<file path="config.mk">
export PLATFORM = sky130hd
export DESIGN_NAME = icache_fetch_arbiter
export DESIGN_NICKNAME = d
export VERILOG_FILES = /design/src/rtl/fetch_pkg.sv /design/src/rtl/fetch_prio_arb.sv /design/src/rtl/icache_fetch_arbiter.sv
export SDC_FILE = /design/constraint.sdc
export NUM_CORES = 1
export LEC_CHECK = 0
export CORE_MARGIN = 3
export CORE_UTILIZATION = 29
export DETAILED_ROUTE_END_ITERATION = 7
export GPL_TIMING_DRIVEN = 0
export PLACE_DENSITY = 0.64
export SETUP_SLACK_MARGIN = 0.1
export SKIP_LAST_GASP = 1
export SLEW_MARGIN = 0
export SYNTH_ARGS = -nofsm -noshare
export SYNTH_HDL_FRONTEND = slang
export SYNTH_SLANG_ARGS = --single-unit
</file>
<file path="constraint.sdc">
create_clock -name clk -period 1.93 [get_ports clk]
set_input_delay 0.193 -clock clk [delete_from_list [all_inputs] [get_ports clk]]
set_output_delay 0.193 -clock clk [all_outputs]
set_load 0.01 [all_outputs]
</file>
<file path="src/rtl/fetch_pkg.sv">
// Shared types and constants for the instruction-fetch arbiter.
package fetch_pkg;

  localparam int unsigned FETCH_ADDR_W = 64;
  localparam int unsigned INSTR_W      = 32;

  localparam logic [FETCH_ADDR_W-1:0] FETCH_METAL_MASK = 64'h0000_0000_0000_ffff;

  typedef enum logic {
    CORE,
    METAL
  } fetch_owner_e;

  typedef enum logic {
    IDLE,
    ACCESS
  } arb_state_e;

endpackage

</file>
<file path="src/rtl/fetch_prio_arb.sv">
// Two-way fixed-priority pick favouring Metal, with a saturating starvation
// counter that forces a core grant after STARVE_LIMIT back-to-back Metal wins.
module fetch_prio_arb #(
  parameter int unsigned STARVE_LIMIT = 4
) (
  input  logic clk,
  input  logic reset_n,
  input  logic arb_en,        // arbiter may grant this cycle
  input  logic core_elig,     // core valid and not flushed
  input  logic metal_elig,
  input  logic core_waiting,  // raw core valid, for starvation accounting
  output logic grant_core,
  output logic grant_metal
);

  // A zero limit still needs a 1-bit counter so the vector is legal.
  localparam int unsigned CntW = (STARVE_LIMIT == 0) ? 1 : $clog2(STARVE_LIMIT + 1);
  localparam logic [CntW-1:0] Limit = CntW'(STARVE_LIMIT);

  logic [CntW-1:0] cnt_q, cnt_d;
  logic            limit_hit;

  assign limit_hit = (STARVE_LIMIT != 0) && (cnt_q == Limit);

  // Grant selection and next-state of the starvation counter.
  always_comb begin
    grant_metal = arb_en && metal_elig && !(core_elig && limit_hit);
    grant_core  = arb_en && core_elig && !grant_metal;
    cnt_d       = cnt_q;
    if (grant_core) begin
      cnt_d = '0;
    end else if (grant_metal) begin
      if (!core_waiting) begin
        cnt_d = '0;
      end else if (cnt_q != Limit) begin
        cnt_d = cnt_q + 1'b1;
      end
    end
  end

  // Starvation counter register.
  always_ff @(posedge clk) begin
    if (!reset_n) begin
      cnt_q <= '0;
    end else begin
      cnt_q <= cnt_d;
    end
  end

endmodule

</file>
<file path="src/rtl/icache_fetch_arbiter.sv">
// Shares the instruction-memory read port between core fetch and Metal fetch,
// sequences each access through the stall handshake and routes the word back.
module icache_fetch_arbiter
  import fetch_pkg::*;
#(
  parameter int unsigned        ADDR_W       = FETCH_ADDR_W,
  parameter int unsigned        DATA_W       = INSTR_W,
  parameter logic [ADDR_W-1:0]  METAL_MASK   = FETCH_METAL_MASK,
  parameter int unsigned        STARVE_LIMIT = 4
) (
  input  logic              clk,
  input  logic              reset_n,
  input  logic              core_req_valid,
  output logic              core_req_ready,
  input  logic [ADDR_W-1:0] core_req_addr,
  output logic              core_resp_valid,
  output logic [DATA_W-1:0] core_resp_data,
  input  logic              metal_req_valid,
  output logic              metal_req_ready,
  input  logic [ADDR_W-1:0] metal_req_addr,
  output logic              metal_resp_valid,
  output logic [DATA_W-1:0] metal_resp_data,
  input  logic              core_flush,
  output logic [ADDR_W-1:0] mem_addr,
  output logic              mem_read_en,
  input  logic [DATA_W-1:0] mem_data,
  input  logic              mem_stall
);

  arb_state_e        state_q, state_d;
  fetch_owner_e      owner_q, owner_d;
  logic [ADDR_W-1:0] addr_q, addr_d;
  logic              sup_q, sup_d;    // core response killed by a flush
  logic              core_rv_q, core_rv_d;
  logic              metal_rv_q, metal_rv_d;
  logic [DATA_W-1:0] core_rd_q, core_rd_d;
  logic [DATA_W-1:0] metal_rd_q, metal_rd_d;

  logic              arb_en, grant_core, grant_metal;
  logic [ADDR_W-1:0] metal_eff, core_eff;

  // Gating with reset_n keeps the readies low during the reset cycle.
  assign arb_en    = reset_n && (state_q == IDLE);
  assign metal_eff = {metal_req_addr[ADDR_W-1:2] & METAL_MASK[ADDR_W-1:2], 2'b00};
  assign core_eff  = {core_req_addr[ADDR_W-1:2], 2'b00};

  fetch_prio_arb #(
    .STARVE_LIMIT(STARVE_LIMIT)
  ) u_arb (
    .clk         (clk),
    .reset_n     (reset_n),
    .arb_en      (arb_en),
    .core_elig   (core_req_valid && !core_flush),
    .metal_elig  (metal_req_valid),
    .core_waiting(core_req_valid),
    .grant_core  (grant_core),
    .grant_metal (grant_metal)
  );

  assign core_req_ready   = grant_core;
  assign metal_req_ready  = grant_metal;
  assign mem_read_en      = (state_q == ACCESS);
  assign mem_addr         = addr_q;
  assign core_resp_valid  = core_rv_q;
  assign core_resp_data   = core_rd_q;
  assign metal_resp_valid = metal_rv_q;
  assign metal_resp_data  = metal_rd_q;

  // Next-state: accept in IDLE, complete and route the word in ACCESS.
  always_comb begin
    state_d    = state_q;
    owner_d    = owner_q;
    addr_d     = addr_q;
    sup_d      = sup_q;
    core_rv_d  = 1'b0;
    metal_rv_d = 1'b0;
    core_rd_d  = core_rd_q;
    metal_rd_d = metal_rd_q;
    case (state_q)
      IDLE: begin
        if (grant_metal) begin
          owner_d = METAL;
          addr_d  = metal_eff;
          sup_d   = 1'b0;
          state_d = ACCESS;
        end else if (grant_core) begin
          owner_d = CORE;
          addr_d  = core_eff;
          sup_d   = 1'b0;
          state_d = ACCESS;
        end
      end
      ACCESS: begin
        sup_d = sup_q || ((owner_q == CORE) && core_flush);
        if (!mem_stall) begin
          state_d = IDLE;
          sup_d   = 1'b0;
          if (owner_q == METAL) begin
            metal_rd_d = mem_data;
            metal_rv_d = 1'b1;
          end else if (!(sup_q || core_flush)) begin
            core_rd_d = mem_data;
            core_rv_d = 1'b1;
          end
        end
      end
      default: state_d = IDLE;
    endcase
  end

  // State, address latch and response registers.
  always_ff @(posedge clk) begin
    if (!reset_n) begin
      state_q    <= IDLE;
      owner_q    <= CORE;
      addr_q     <= '0;
      sup_q      <= 1'b0;
      core_rv_q  <= 1'b0;
      metal_rv_q <= 1'b0;
      core_rd_q  <= '0;
      metal_rd_q <= '0;
    end else begin
      state_q    <= state_d;
      owner_q    <= owner_d;
      addr_q     <= addr_d;
      sup_q      <= sup_d;
      core_rv_q  <= core_rv_d;
      metal_rv_q <= metal_rv_d;
      core_rd_q  <= core_rd_d;
      metal_rd_q <= metal_rd_d;
    end
  end

endmodule

</file>
---- Yosys cells after proc, flatten, opt, wreduce, memory -nomap -nowiden ----
Cells that the tools add are included.
word-level totals
  register bits ........................... 136
  bits of input ports ..................... 166
  logic and storage cells ................. 55
  output and inout port bits .............. 133
cells by class
  mux-type cells .......................... 15
  bitwise gates (word level) .............. 5
  equal/unequal tests ..................... 4
  reductions and logical operators ........ 21
  add/subtract/negate cells ............... 1
operators with widths
  operator                                                                 count
  64-bit 2-to-1 mux                                                        2
  1-bit 2-to-1 mux                                                         9
  1-bit logical AND                                                        8
  3-bit 2-to-1 mux                                                         2
  3-bit inequality test, second input constant                             2
  1-bit NOT                                                                5
  1-bit case mux with 2 select lines                                       2
  2-bit AND reduction                                                      2
  4-bit AND reduction                                                      1
  4-bit OR reduction                                                       1
  3-bit by 1-bit adder with 3-bit output, second input constant            1
  3-bit == test, second input constant                                     1
  1-bit logical NOT                                                        3
  3-bit AND reduction                                                      1
  3-bit OR reduction                                                       1
  1-bit logical OR                                                         2
  2-bit by 1-bit inequality test with 1-bit output, second input constant  1
  2-bit nonzero test                                                       1
  2-bit OR reduction                                                       1

---- Depth between registers and ports, before layout ----
Gate-level depths: netlist (run 1).
  word-level depth ........................ 10
  mapped depth ............................ 8
  gate-level depth less buffers ........... 7

---- By module ----
A second synthesis (run 1) with hierarchy kept.
unflattened totals
  cells, all modules ...................... 610
  area total of the unflattened synthesis .. 5534.1 µm²
by module, submodules not included
  module                area each (µm²)  instances  sequential area each (µm²)  cells each
  icache_fetch_arbiter  5327.6           1          2622.5                      583
  fetch_prio_arb        206.4            1          60.1                        27

---- Worst setup path after synthesis (run 1) ----
OpenSTA, ideal clock, no wires.
  path kind ............................... reg-to-reg
  start point ............................. register state_q, in the netlist mem_read_en
  end point ............................... register core_rd_q[0], in the netlist core_resp_data[0]
  setup time .............................. 0.116 ns
  setup slack ............................. 0.429 ns
  buffers on the path ..................... 2
  arrival ................................. 1.385 ns
  clock period less this slack ............ 1.501 ns
  cell stages (with the launch flop) ...... 7
  cell sequence ........................... dfxtp_1 nand2b_2 or4_1 buf_2 buf_6 nand2_1 a21boi_1
on the way
  longest elaborated chain between the ends .. 1
RTL lines
  what                                  RTL line                     source
  start: declaration                    icache_fetch_arbiter.sv:30   arb_state_e state_q, state_d;
  start signal: assignment              icache_fetch_arbiter.sv:123  state_q <= state_d;
  4-bit AND reduction (no source line)  -
  end signal: assignment                icache_fetch_arbiter.sv:129  core_rd_q <= core_rd_d;
  end: declaration                      icache_fetch_arbiter.sv:36   logic [DATA_W-1:0] core_rd_q, core_rd_d;
No other way between the ends.
A chain may end at the register's enable or synchronous reset.

---- Worst setup path after layout (run 1) ----
  start point ............................. register u_arb.cnt_q[0]
  end point ............................... output port core_req_ready
on the way
  longest elaborated chain between the ends .. 6
RTL lines
  what                      RTL line                    source
  start: declaration        fetch_prio_arb.sv:20        logic [CntW-1:0] cnt_q, cnt_d;
  start signal: assignment  fetch_prio_arb.sv:46        cnt_q <= cnt_d;
  3-bit == test             fetch_prio_arb.sv:23        assign limit_hit = (STARVE_LIMIT != 0) && (cnt_q == Limit);
  1-bit logical AND         fetch_prio_arb.sv:27        grant_metal = arb_en && metal_elig && !(core_elig && limit_hit);
  1-bit logical NOT         fetch_prio_arb.sv:27
  1-bit logical AND         fetch_prio_arb.sv:27
  1-bit logical NOT         fetch_prio_arb.sv:28        grant_core = arb_en && core_elig && !grant_metal;
  1-bit logical AND         fetch_prio_arb.sv:28
  end: declaration          icache_fetch_arbiter.sv:14  output logic core_req_ready,
No other way between the ends.

==> results of run 1 <==
## what timing repair did
item / 4_1_cts / 5_1_grt
pin swaps: 3 / 3
endpoints found under the setup margin: 9 / 35
buffers inserted: 5 / 1
gates resized for setup: 16 / 7
## worst max-delay path by stage
stage	start	cells past startpoint	slack (ps)	end
6_report	u_arb.cnt_q[0]	6	120	core_req_ready
5_1_grt	u_arb.cnt_q[0]	6	40	core_req_ready
4_1_cts	u_arb.cnt_q[1]	6	90	core_req_ready
3_5_place_dp	reset_n	7	-450	metal_req_ready
3_3_place_gp	reset_n	7	-460	metal_req_ready
2_1_floorplan	mem_read_en	6	430	core_resp_data[0]
## power by group
| group | switching [mW] | total [mW] | internal [mW] | leakage, nW |
|---|---|---|---|---|
| clock | 1.31 | 3.12 | 1.81 | 0.273 |
| combinational | 0.393 | 0.888 | 0.495 | 1.68 |
| sequential | 0.0497 | 2.91 | 2.86 | 1.09 |
| total | 1.75 | 6.92 | 5.17 | 3.05 |
## cells in the mapped netlist, types with 2 or more instances
library cell / n / area (sq um)
inv_1: 4 / 15.0
nor3_1: 2 / 10.0
nand2_1: 243 / 912
o21ai_0: 15 / 75.1
nor2_1: 2 / 7.51
a21boi_1: 30 / 225
a21oi_2: 20 / 175
a21boi_0: 35 / 263
buf_2: 22 / 110
clkbuf_1: 13 / 48.8
dfxtp_1: 134 / 2680
and2_1: 3 / 18.8
a21oi_1: 58 / 290
ha_1: 2 / 25.0
buf_4: 2 / 15.0
buf_6: 8 / 90.1
## metal layers
layer / GRT usage [%] / routed length [um] / vias to the layer above
li1: - / - / 2555
met1: 20.6 / 7340 / 2317
met2: 28.0 / 7750 / 202
met3: 8.35 / 1830 / 25
met4: 5.72 / 317 / 2
met5: 0 / 8 / -
## layout make-up
type	instances	area [sq um]
multi-input combinational	433	2210
fill	1733	8830
inverter	5	21.3
buffer	46	274
clock buffer	18	439
clock inverter	14	125
sequential	134	2690
timing repair buffer	250	2480
tap	225	282
## registers in the layout, indices dropped and copies added (netlist names)
name / cells
mem_read_en: 1
sup_q: 1
owner_q: 1
core_resp_data: 32
mem_addr: 62
u_arb.cnt_q: 3
metal_resp_data: 32
core_resp_valid: 1
metal_resp_valid: 1
## through the flow
step	util [%]	std cells
global route	49.1	1125
detailed placement	45.4	1087
CTS	48.9	1124
global placement	45.4	1087
floorplan	-	618
finish	49.1	1125
## critical path: cells and delay by family, from the launching register on
| family | cells | cell delay [ps] |
|---|---|---|
| flip-flops | 1 | 320 |
| AND/OR/NAND/NOR | 2 | 270 |
| adder cells (fa/ha/maj) | 1 | 160 |
| buffers and inverters | 2 | 220 |
| AO/OA/AOI/OAI | 1 | 240 |
## logic make-up (layout without fill, tap and decap cells)
kind of cell	Yosys count	after routing	share of synthesized area, %
XOR/XNOR	1	1	0.170
other	1	2	0.0727
buffers and inverters	51	333	5.63
AND/OR/NAND/NOR	263	263	20.4
adder cells (fa/ha/maj)	2	2	0.485
AO/OA/AOI/OAI	165	165	21.2
flip-flops	134	134	52.0
==> metrics.txt, run 1 <==
# TYPE chip_impl_metric gauge
chip_impl_info{name="crit_slowest_cell",value="dfxtp_2"} 1
chip_impl_metric{name="via_count",unit=""} 5101
chip_impl_metric{name="hold_viol_final",unit=""} 0
chip_impl_info{name="outcome",value="complete, no violations"} 1
chip_impl_metric{name="initial_standard_cell_utilization_of_the_core",unit="%"} 29.7
chip_impl_info{name="cp-end-kind",value="primary output"} 1
chip_impl_metric{name="synth_edf_count",unit=""} 0
chip_impl_metric{name="synth.avg_cell_area",unit="sq um"} 8.36
chip_impl_metric{name="drt-total-wl",unit="um"} 17200
chip_impl_info{name="critPathKind",value="reg2out"} 1
chip_impl_metric{name="finalSetupViolCount",unit=""} 0
chip_impl_info{name="cp_cell_sequence",value="inv_2, ha_4, nand2_4, o21ai_4, and3_4, buf_2"} 1
chip_impl_metric{name="cp_data_arrival_time",unit="ps"} 1620
chip_impl_metric{name="seq_area_frac_synth",unit="%"} 52.0
chip_impl_metric{name="firstDrtPassIters",unit=""} 4
chip_impl_metric{name="static_leakage",unit="nW"} 3.05
chip_impl_metric{name="first_global_vias",unit=""} 5050
chip_impl_metric{name="critPathRequiredTime",unit="ps"} 1740
chip_impl_metric{name="tightestPinTransition",unit="ps"} 511
chip_impl_metric{name="ys_async_sr_fraction",unit="%"} 0
chip_impl_metric{name="cp_max_fanout",unit=""} 4
chip_impl_metric{name="dieHeight",unit="um"} 139
chip_impl_metric{name="count_of_boundary_i_o_pins",unit=""} 299
chip_impl_metric{name="postSynthCellCount",unit=""} 617
chip_impl_info{name="commonest_cells_after_routing_fill_and_taps_aside",value="242 x nand2_1, 241 x clkdlybuf4s50_1, 131 x dfxtp_1, 58 x a21oi_1, 35 x a21boi_0"} 1
chip_impl_metric{name="finClkSkew",unit="ps"} 8.95
chip_impl_metric{name="grt_pass1_wl",unit="um"} 27100
chip_impl_metric{name="placement.io_buffers",unit=""} 244
chip_impl_metric{name="clock.fmax",unit="GHz"} 0.552
chip_impl_metric{name="cts_inserted_buffers",unit=""} 17
chip_impl_metric{name="place_hpwl",unit="um"} 12900
chip_impl_metric{name="final_min_period_over_clock_period",unit="%"} 94.0
chip_impl_metric{name="wire_per_inst",unit="um"} 15.3
chip_impl_metric{name="vdd_drop_max",unit="V"} 0.000546
chip_impl_metric{name="worst_skew_pair.late_latency",unit="ps"} 410
chip_impl_metric{name="drt_drc_violations_left",unit=""} 0
chip_impl_metric{name="setup_total_negative_slack",unit="ps"} 0
chip_impl_info{name="mostFrequentLayoutCell",value="nand2_1"} 1
chip_impl_metric{name="gpl.final_weighted_congestion",unit=""} 0.763
chip_impl_metric{name="overflow",unit=""} 0
chip_impl_metric{name="worst-r2r-cell-count",unit=""} 10
chip_impl_info{name="clk_root_buf",value="clkbuf_16"} 1
chip_impl_metric{name="nNetsFinal",unit=""} 1055
chip_impl_info{name="worstReg2RegEnd",value="mem_addr[53]"} 1
chip_impl_metric{name="pin_count_of_the_biggest_net_entering_global_routing",unit=""} 17
chip_impl_metric{name="layout_min_cycle_time",unit="ps"} 1810
chip_impl_metric{name="count_of_standard_cell_rows",unit=""} 48
chip_impl_info{name="cts_tree",value="built"} 1
chip_impl_metric{name="synth_area",unit="sq mm"} 0.00516
chip_impl_info{name="rsz0062_at_grt",value="true"} 1
chip_impl_info{name="min_path_type",value="in2reg"} 1
chip_impl_metric{name="area_growth_syn_to_layout",unit="%"} 65.3
chip_impl_metric{name="final_area",unit="sq mm"} 0.00852
chip_impl_info{name="worstHoldStart",value="core_req_addr[39]"} 1
chip_impl_metric{name="placeableCoreArea",unit="sq mm"} 0.0174
chip_impl_metric{name="final_antenna_net_count",unit=""} 0
chip_impl_metric{name="design_power_total",unit="mW"} 6.92
chip_impl_metric{name="post_route_cells_drive_above_1_share",unit="%"} 12.1
chip_impl_metric{name="final_ws_setup",unit="ps"} 117
chip_impl_metric{name="yosysWarningCount",unit=""} 0
chip_impl_metric{name="synth.lib_cells_used.distinct",unit=""} 40
chip_impl_metric{name="drt_first_iter_violations",unit=""} 140
chip_impl_metric{name="track_usage",unit="%"} 17.4
chip_impl_metric{name="num_antenna_cells",unit=""} 0
chip_impl_info{name="ys.flop_type",value="dfxtp_1"} 1
chip_impl_metric{name="max_stage_delay",unit="ps"} 320
chip_impl_metric{name="yosys_register_bits",unit=""} 134
chip_impl_info{name="min_delay_worst_endpoint",value="mem_addr[39]"} 1
chip_impl_metric{name="slew_headroom",unit="%"} 65.5
chip_impl_metric{name="maxCapViolCount",unit=""} 0
chip_impl_metric{name="reg2reg_setup_slack",unit="ps"} 200
chip_impl_metric{name="vias_per_cell",unit=""} 4.53
chip_impl_info{name="worst_reg2reg_path_startpoint",value="u_arb.cnt_q[0]"} 1
chip_impl_metric{name="floorplan.die_area",unit="sq mm"} 0.0194
chip_impl_metric{name="h-tree-depth",unit=""} 4
chip_impl_info{name="timing.critical_path.from_type",value="flip-flop"} 1
chip_impl_metric{name="cts.reportedPaths.clkPinSlew",unit="ps"} 60
chip_impl_metric{name="clk_path_buf_depth",unit=""} 2
chip_impl_metric{name="detailed_place.area",unit="sq mm"} 0.00788
chip_impl_metric{name="power_per_cell_area",unit="mW/mm^2"} 812
chip_impl_metric{name="hold_path_depth",unit=""} 3
chip_impl_metric{name="antenna_found_initial",unit=""} 1
chip_impl_metric{name="clock_sinks",unit=""} 134
chip_impl_metric{name="detailedPlace.worstSlack",unit="ps"} -446
chip_impl_metric{name="cts_hold_buffers",unit=""} 0
chip_impl_metric{name="die_width",unit="um"} 139
chip_impl_metric{name="slew_violations",unit=""} 0
chip_impl_metric{name="worst_hold_slack",unit="ps"} 326
Note: power is estimated with default switching activity, not from simulation.
==> inputs of run 2 (changes only) <==
--- a/config.mk
+++ b/config.mk
@@ -5,6 +5,7 @@
 export SDC_FILE = /design/constraint.sdc
 export NUM_CORES = 1
 export LEC_CHECK = 0
+export CORE_ASPECT_RATIO = 2
 export CORE_MARGIN = 3
 export CORE_UTILIZATION = 29
 export DETAILED_ROUTE_END_ITERATION = 7
==> metrics.txt, run 2 (synthesis results as in run 1) <==
# TYPE chip_impl_metric gauge
chip_impl_info{name="outcome",value="complete, no violations"} 1
chip_impl_metric{name="placement.io_buffers",unit=""} 244
chip_impl_metric{name="overflow",unit=""} 0
chip_impl_metric{name="critPathRequiredTime",unit="ps"} 1740
chip_impl_metric{name="finClkSkew",unit="ps"} 5.59
chip_impl_metric{name="clock_sinks",unit=""} 134
chip_impl_metric{name="place_inst",unit=""} 1072
chip_impl_info{name="critPathKind",value="reg2out"} 1
chip_impl_metric{name="clk_path_buf_depth",unit=""} 2
chip_impl_metric{name="antenna_found_initial",unit=""} 0
chip_impl_metric{name="wire_per_inst",unit="um"} 16.0
chip_impl_metric{name="count_of_boundary_i_o_pins",unit=""} 299
chip_impl_info{name="mostFrequentLayoutCell",value="nand2_1"} 1
chip_impl_metric{name="worst_skew_pair.late_latency",unit="ps"} 420
chip_impl_info{name="min_path_type",value="in2reg"} 1
chip_impl_metric{name="grt_util_met1",unit="%"} 17.9
chip_impl_metric{name="drt_drc_violations_left",unit=""} 0
chip_impl_metric{name="pin_count_of_the_biggest_net_entering_global_routing",unit=""} 17
chip_impl_metric{name="hold_viol_final",unit=""} 0
chip_impl_metric{name="first_global_vias",unit=""} 5096
chip_impl_metric{name="placeableCoreArea",unit="sq mm"} 0.0174
chip_impl_metric{name="cts_hold_buffers",unit=""} 0
chip_impl_metric{name="vdd_drop_max",unit="V"} 0.000569
chip_impl_metric{name="num_antenna_cells",unit=""} 0
chip_impl_metric{name="groute.layer.met3.usage",unit="%"} 4.35
chip_impl_metric{name="slew_violations",unit=""} 0
chip_impl_metric{name="globalRouteMet2Util",unit="%"} 36.0
chip_impl_info{name="cp-end-kind",value="primary output"} 1
chip_impl_metric{name="tightestPinTransition",unit="ps"} 539
chip_impl_metric{name="nNetsFinal",unit=""} 1055
chip_impl_metric{name="static_leakage",unit="nW"} 3.08
chip_impl_info{name="rsz0062_at_grt",value="true"} 1
chip_impl_metric{name="drt_first_iter_violations",unit=""} 105
chip_impl_metric{name="clock.fmax",unit="GHz"} 0.561
chip_impl_metric{name="max_stage_delay",unit="ps"} 330
chip_impl_metric{name="maxCapViolCount",unit=""} 0
chip_impl_metric{name="slew_headroom",unit="%"} 64.1
chip_impl_metric{name="power_per_cell_area",unit="mW/mm^2"} 830
chip_impl_metric{name="cts_inserted_buffers",unit=""} 17
chip_impl_metric{name="layout_min_cycle_time",unit="ps"} 1780
chip_impl_metric{name="cp_data_arrival_time",unit="ps"} 1590
chip_impl_metric{name="final_min_period_over_clock_period",unit="%"} 92.3
chip_impl_info{name="timing.critical_path.from_type",value="flip-flop"} 1
chip_impl_metric{name="count_of_standard_cell_rows",unit=""} 68
chip_impl_metric{name="cp_max_fanout",unit=""} 4
chip_impl_metric{name="largest_reg_flops",unit=""} 62
chip_impl_info{name="commonest_cells_after_routing_fill_and_taps_aside",value="242 x nand2_1, 241 x clkdlybuf4s50_1, 131 x dfxtp_1, 58 x a21oi_1, 35 x a21boi_0"} 1
chip_impl_metric{name="initial_standard_cell_utilization_of_the_core",unit="%"} 29.7
chip_impl_info{name="cp_cell_sequence",value="inv_2, ha_4, nand2_4, o21ai_4, and3_4, buf_6"} 1
chip_impl_metric{name="h-tree-depth",unit=""} 4
chip_impl_info{name="crit_slowest_cell",value="dfxtp_2"} 1
chip_impl_metric{name="layout.cells.non_filler",unit=""} 1110
chip_impl_metric{name="final_antenna_net_count",unit=""} 0
chip_impl_metric{name="firstDrtPassIters",unit=""} 4
chip_impl_metric{name="gpl.final_weighted_congestion",unit=""} 0.799
chip_impl_metric{name="die_width",unit="um"} 100
chip_impl_metric{name="grt_pass1_wl",unit="um"} 27600
chip_impl_metric{name="cts.reportedPaths.clkPinSlew",unit="ps"} 60
chip_impl_metric{name="vias_per_cell",unit=""} 4.53
chip_impl_metric{name="area_growth_syn_to_layout",unit="%"} 66.0
chip_impl_metric{name="detailed_place.area",unit="sq mm"} 0.00787
chip_impl_metric{name="place_hpwl",unit="um"} 13600
chip_impl_metric{name="final_area",unit="sq mm"} 0.00856
chip_impl_metric{name="post_route_cells_drive_above_1_share",unit="%"} 12.2
chip_impl_info{name="clk_root_buf",value="clkbuf_16"} 1
chip_impl_metric{name="finalSetupViolCount",unit=""} 0
chip_impl_info{name="grt_most_used_layer",value="met2"} 1
chip_impl_metric{name="via_count",unit=""} 5033
chip_impl_metric{name="drt-total-wl",unit="um"} 17700
chip_impl_info{name="cts_tree",value="built"} 1
chip_impl_metric{name="track_usage",unit="%"} 18.4
chip_impl_metric{name="dieHeight",unit="um"} 195
chip_impl_metric{name="floorplan.die_area",unit="sq mm"} 0.0195
==> run 2: final cells by class <==
type                       instances  area, sq um
clock inverter                    11          121
fill                            1706         8800
multi-input combinational        433         2220
sequential                       134         2690
tap                              210          263
buffer                            46          274
clock buffer                      21          480
inverter                           5         21.3
timing repair buffer             250         2490
==> run 2: stage by stage <==
step                setup WS (ps)  total power, mW  utilization (%)  hold slack, ps  TNS, ps
floorplan                     429             3.31                -             327        0
global placement             -456             3.85             45.3             440   -14470
detailed placement           -456             3.85             45.3             446   -14420
CTS                           102             7.21             49.2             293        0
global route                 64.3             7.39             49.3             310        0
finish                        148             7.10             49.3             316        0
==> run 2: report_power, final <==
part	total, mW	internal [mW]	switching (mW)
sequential	2.91	2.86	0.0485
clock	3.30	2.04	1.26
combinational	0.895	0.497	0.397
==> run 2: worst max-delay path: cells and delay by family, from the launching register on <==
family	cells	cell delay, ps
AO/OA/AOI/OAI	1	230
AND/OR/NAND/NOR	2	300
flip-flops	1	330
buffers and inverters	2	160
adder cells (fa/ha/maj)	1	150
==> run 2: repair_timing <==
action                     in CTS  in global routing
setup endpoints to repair       2                 14
resized for setup              24                  5
pin swaps                       3                  0
buffers inserted                4                  2
==> run 2: worst paths after layout <==
check / from / end / slack, ps / depth (start not counted)
max: u_arb.cnt_q[1] / core_req_ready / 150 / 6
min: core_req_addr[33] / mem_addr[33] / 320 / 3
max reg2reg: mem_read_en / mem_addr[31] / 240 / 7
min reg2reg: core_resp_data[5] / core_resp_data[5] / 450 / 2
==> run 2: per-layer routing <==
layer	wire length (um)	vias to the layer above	share of wire, %
met2	10200	140	57
met5	0	-	0
li1	-	2548	-
met4	306	0	1.7
met1	6260	2328	35
met3	968	17	5.5
==> inputs of run 3 (changes only) <==
--- a/config.mk
+++ b/config.mk
@@ -6,7 +6,6 @@
 export NUM_CORES = 1
 export LEC_CHECK = 0
 export CORE_ASPECT_RATIO = 2
-export CORE_MARGIN = 3
 export CORE_UTILIZATION = 29
 export DETAILED_ROUTE_END_ITERATION = 7
 export GPL_TIMING_DRIVEN = 0
==> metrics.txt, run 3 (synthesis results as in run 1) <==
# TYPE chip_impl_metric gauge
chip_impl_info{name="outcome",value="complete, no violations"} 1
chip_impl_metric{name="path_buf_inv",unit=""} 3
chip_impl_metric{name="globalRouteMet2Util",unit="%"} 36.6
chip_impl_metric{name="layout.cells.non_filler",unit=""} 1113
chip_impl_metric{name="dieHeight",unit="um"} 191
chip_impl_metric{name="count_of_standard_cell_rows",unit=""} 68
chip_impl_info{name="clk_root_buf",value="clkbuf_16"} 1
chip_impl_info{name="min_path_type",value="in2reg"} 1
chip_impl_metric{name="overflow",unit=""} 0
chip_impl_metric{name="internal_power",unit="mW"} 5.55
chip_impl_metric{name="slew_violations",unit=""} 0
chip_impl_metric{name="seq_power_share",unit="%"} 40.3
chip_impl_info{name="commonest_cells_after_routing_fill_and_taps_aside",value="242 x nand2_1, 240 x clkdlybuf4s50_1, 131 x dfxtp_1, 58 x a21oi_1, 35 x a21boi_0"} 1
chip_impl_info{name="cts_tree",value="built"} 1
chip_impl_metric{name="clock.fmax",unit="GHz"} 0.547
chip_impl_metric{name="fillers",unit=""} 1681
chip_impl_metric{name="static_leakage",unit="nW"} 3.09
chip_impl_metric{name="clk_path_buf_depth",unit=""} 2
chip_impl_metric{name="critPathRequiredTime",unit="ps"} 1740
chip_impl_metric{name="worst_skew_pair.late_latency",unit="ps"} 420
chip_impl_metric{name="place_inst",unit=""} 1072
chip_impl_metric{name="worst_hold_slack",unit="ps"} 321
chip_impl_info{name="mostFrequentLayoutCell",value="nand2_1"} 1
chip_impl_metric{name="tightestPinTransition",unit="ps"} 568
chip_impl_metric{name="wire_per_inst",unit="um"} 15.2
chip_impl_metric{name="first_global_vias",unit=""} 5042
chip_impl_metric{name="nNetsFinal",unit=""} 1058
chip_impl_metric{name="area_growth_syn_to_layout",unit="%"} 66.9
chip_impl_metric{name="max_stage_delay",unit="ps"} 320
chip_impl_metric{name="layout.core_utilization",unit="%"} 49.6
chip_impl_metric{name="netSwitchingPower",unit="mW"} 1.67
chip_impl_metric{name="drt-total-wl",unit="um"} 16900
chip_impl_metric{name="post_route_cells_drive_above_1_share",unit="%"} 12.3
chip_impl_metric{name="count_of_boundary_i_o_pins",unit=""} 299
chip_impl_info{name="rsz0062_at_grt",value="true"} 1
chip_impl_metric{name="firstDrtPassIters",unit=""} 4
chip_impl_metric{name="cp_max_fanout",unit=""} 3
chip_impl_metric{name="track_usage",unit="%"} 19.1
chip_impl_metric{name="gpl.final_weighted_congestion",unit=""} 0.776
chip_impl_info{name="critPathKind",value="reg2out"} 1
chip_impl_metric{name="grt_util_met1",unit="%"} 18.1
chip_impl_metric{name="final_min_period_over_clock_period",unit="%"} 94.7
chip_impl_metric{name="layout_min_cycle_time",unit="ps"} 1830
chip_impl_info{name="crit_slowest_cell",value="dfxtp_2"} 1
chip_impl_metric{name="antenna_found_initial",unit=""} 1
chip_impl_info{name="grt_most_used_layer",value="met2"} 1
chip_impl_metric{name="slew_headroom",unit="%"} 61.7
chip_impl_metric{name="cts_hold_buffers",unit=""} 0
chip_impl_metric{name="place_hpwl",unit="um"} 13000
chip_impl_metric{name="die_width",unit="um"} 96.3
chip_impl_metric{name="h-tree-depth",unit=""} 4
chip_impl_info{name="crit_family",value="flip-flops"} 1
chip_impl_metric{name="multi_input_comb_area",unit="sq mm"} 0.00221
chip_impl_metric{name="setup_total_negative_slack",unit="ps"} 0
chip_impl_metric{name="grt_pass1_wl",unit="um"} 26100
chip_impl_metric{name="vdd_drop_max",unit="V"} 0.000569
chip_impl_metric{name="drt_first_iter_violations",unit=""} 112
chip_impl_metric{name="vias_per_cell",unit=""} 4.53
chip_impl_metric{name="final_antenna_net_count",unit=""} 0
chip_impl_metric{name="p_clk_share",unit="%"} 47.3
chip_impl_metric{name="hold_viol_final",unit=""} 0
chip_impl_metric{name="placement.io_buffers",unit=""} 244
chip_impl_metric{name="power_switching_share",unit="%"} 23.1
chip_impl_info{name="cp_cell_sequence",value="inv_2, ha_4, nand2_4, o21ai_4, buf_6, and3_4, buf_6"} 1
chip_impl_info{name="cp-end-kind",value="primary output"} 1
chip_impl_metric{name="largest_reg_flops",unit=""} 62
chip_impl_metric{name="floorplan.die_area",unit="sq mm"} 0.0183
chip_impl_metric{name="clock_sinks",unit=""} 134
chip_impl_metric{name="finalSetupViolCount",unit=""} 0
chip_impl_metric{name="placeableCoreArea",unit="sq mm"} 0.0174
chip_impl_metric{name="cts_inserted_buffers",unit=""} 17
chip_impl_metric{name="power_frac_comb",unit="%"} 12.4
chip_impl_metric{name="initial_standard_cell_utilization_of_the_core",unit="%"} 29.7
chip_impl_metric{name="pin_count_of_the_biggest_net_entering_global_routing",unit=""} 17
chip_impl_metric{name="design_power_total",unit="mW"} 7.21
chip_impl_metric{name="cp_data_arrival_time",unit="ps"} 1630
chip_impl_metric{name="ff_latch_area",unit="sq mm"} 0.00269
chip_impl_metric{name="maxCapViolCount",unit=""} 0
chip_impl_metric{name="finClkSkew",unit="ps"} 8.44
chip_impl_info{name="timing.critical_path.from_type",value="flip-flop"} 1
chip_impl_metric{name="detailed_place.area",unit="sq mm"} 0.00787
chip_impl_info{name="timing.critical_path.mode_cell",value="buf_6"} 1
chip_impl_metric{name="final_ws_setup",unit="ps"} 102
chip_impl_metric{name="drt_drc_violations_left",unit=""} 0
chip_impl_metric{name="cts.reportedPaths.clkPinSlew",unit="ps"} 60
chip_impl_metric{name="power_per_cell_area",unit="mW/mm^2"} 838
chip_impl_metric{name="groute.layer.met3.usage",unit="%"} 4.86
chip_impl_metric{name="via_count",unit=""} 5046
chip_impl_metric{name="final_area",unit="sq mm"} 0.00861
chip_impl_metric{name="detailedPlace.worstSlack",unit="ps"} -549
run 3: changes by cell type in the layout (fill, tap and decap cells not counted), moves of 2 or more:
cell	before	now
clkbuf_1	10	12
clkinv_2	4	2
clkbuf_8	4	1
clkinvlp_4	2	4
buf_4	8	10
buf_1	2	0
bufinv_16	2	4
run 3: path summary, 6_finish.rpt:
check	slack [ps]	depth (start not counted)	start	to
min reg2reg	450	2	core_resp_data[5]	core_resp_data[5]
max	100	7	u_arb.cnt_q[0]	core_req_ready
min	320	3	core_req_addr[25]	mem_addr[25]
max reg2reg	210	6	mem_read_en	mem_addr[49]
run 3: layout make-up:
type | instances | share of cell area (%)
Clock buffer | 19 | 5.15
Sequential cell | 134 | 31.2
Buffer | 45 | 3.02
Timing Repair Buffer | 254 | 29.5
Inverter | 5 | 0.247
Clock inverter | 12 | 2.06
Multi-Input combinational cell | 433 | 25.7
Tap cell | 210 | 3.05
Antenna cell | 1 | 0.0291
run 3: timing repair:
action | in CTS | in global routing
setup endpoints to repair | 2 | 34
buffers inserted | 7 | 3
gates resized for setup | 23 | 7
pin swaps | 2 | 2
run 3: routing by layer:
metal	part of all wire, %	up-vias	routed length, um
met5	0	-	0
met4	2.5	0	427
met3	5.6	24	941
met2	57	164	9690
met1	35	2300	5880
li1	-	2558	-
run 3: worst min-delay path: stages:
cell and delay, ps:
clkdlybuf4s50_1 390, nand2_1 50, a21oi_1 50
run 3: power groups by stage:
stage               sequential (mW)  combinational [mW]  clock, mW
finish                         2.91               0.896       3.41
global route                   2.92               0.971       3.62
CTS                            2.91               0.903       3.51
detailed placement             2.97               0.880          0
global placement               2.96               0.878          0
floorplan                      3.01               0.302          0
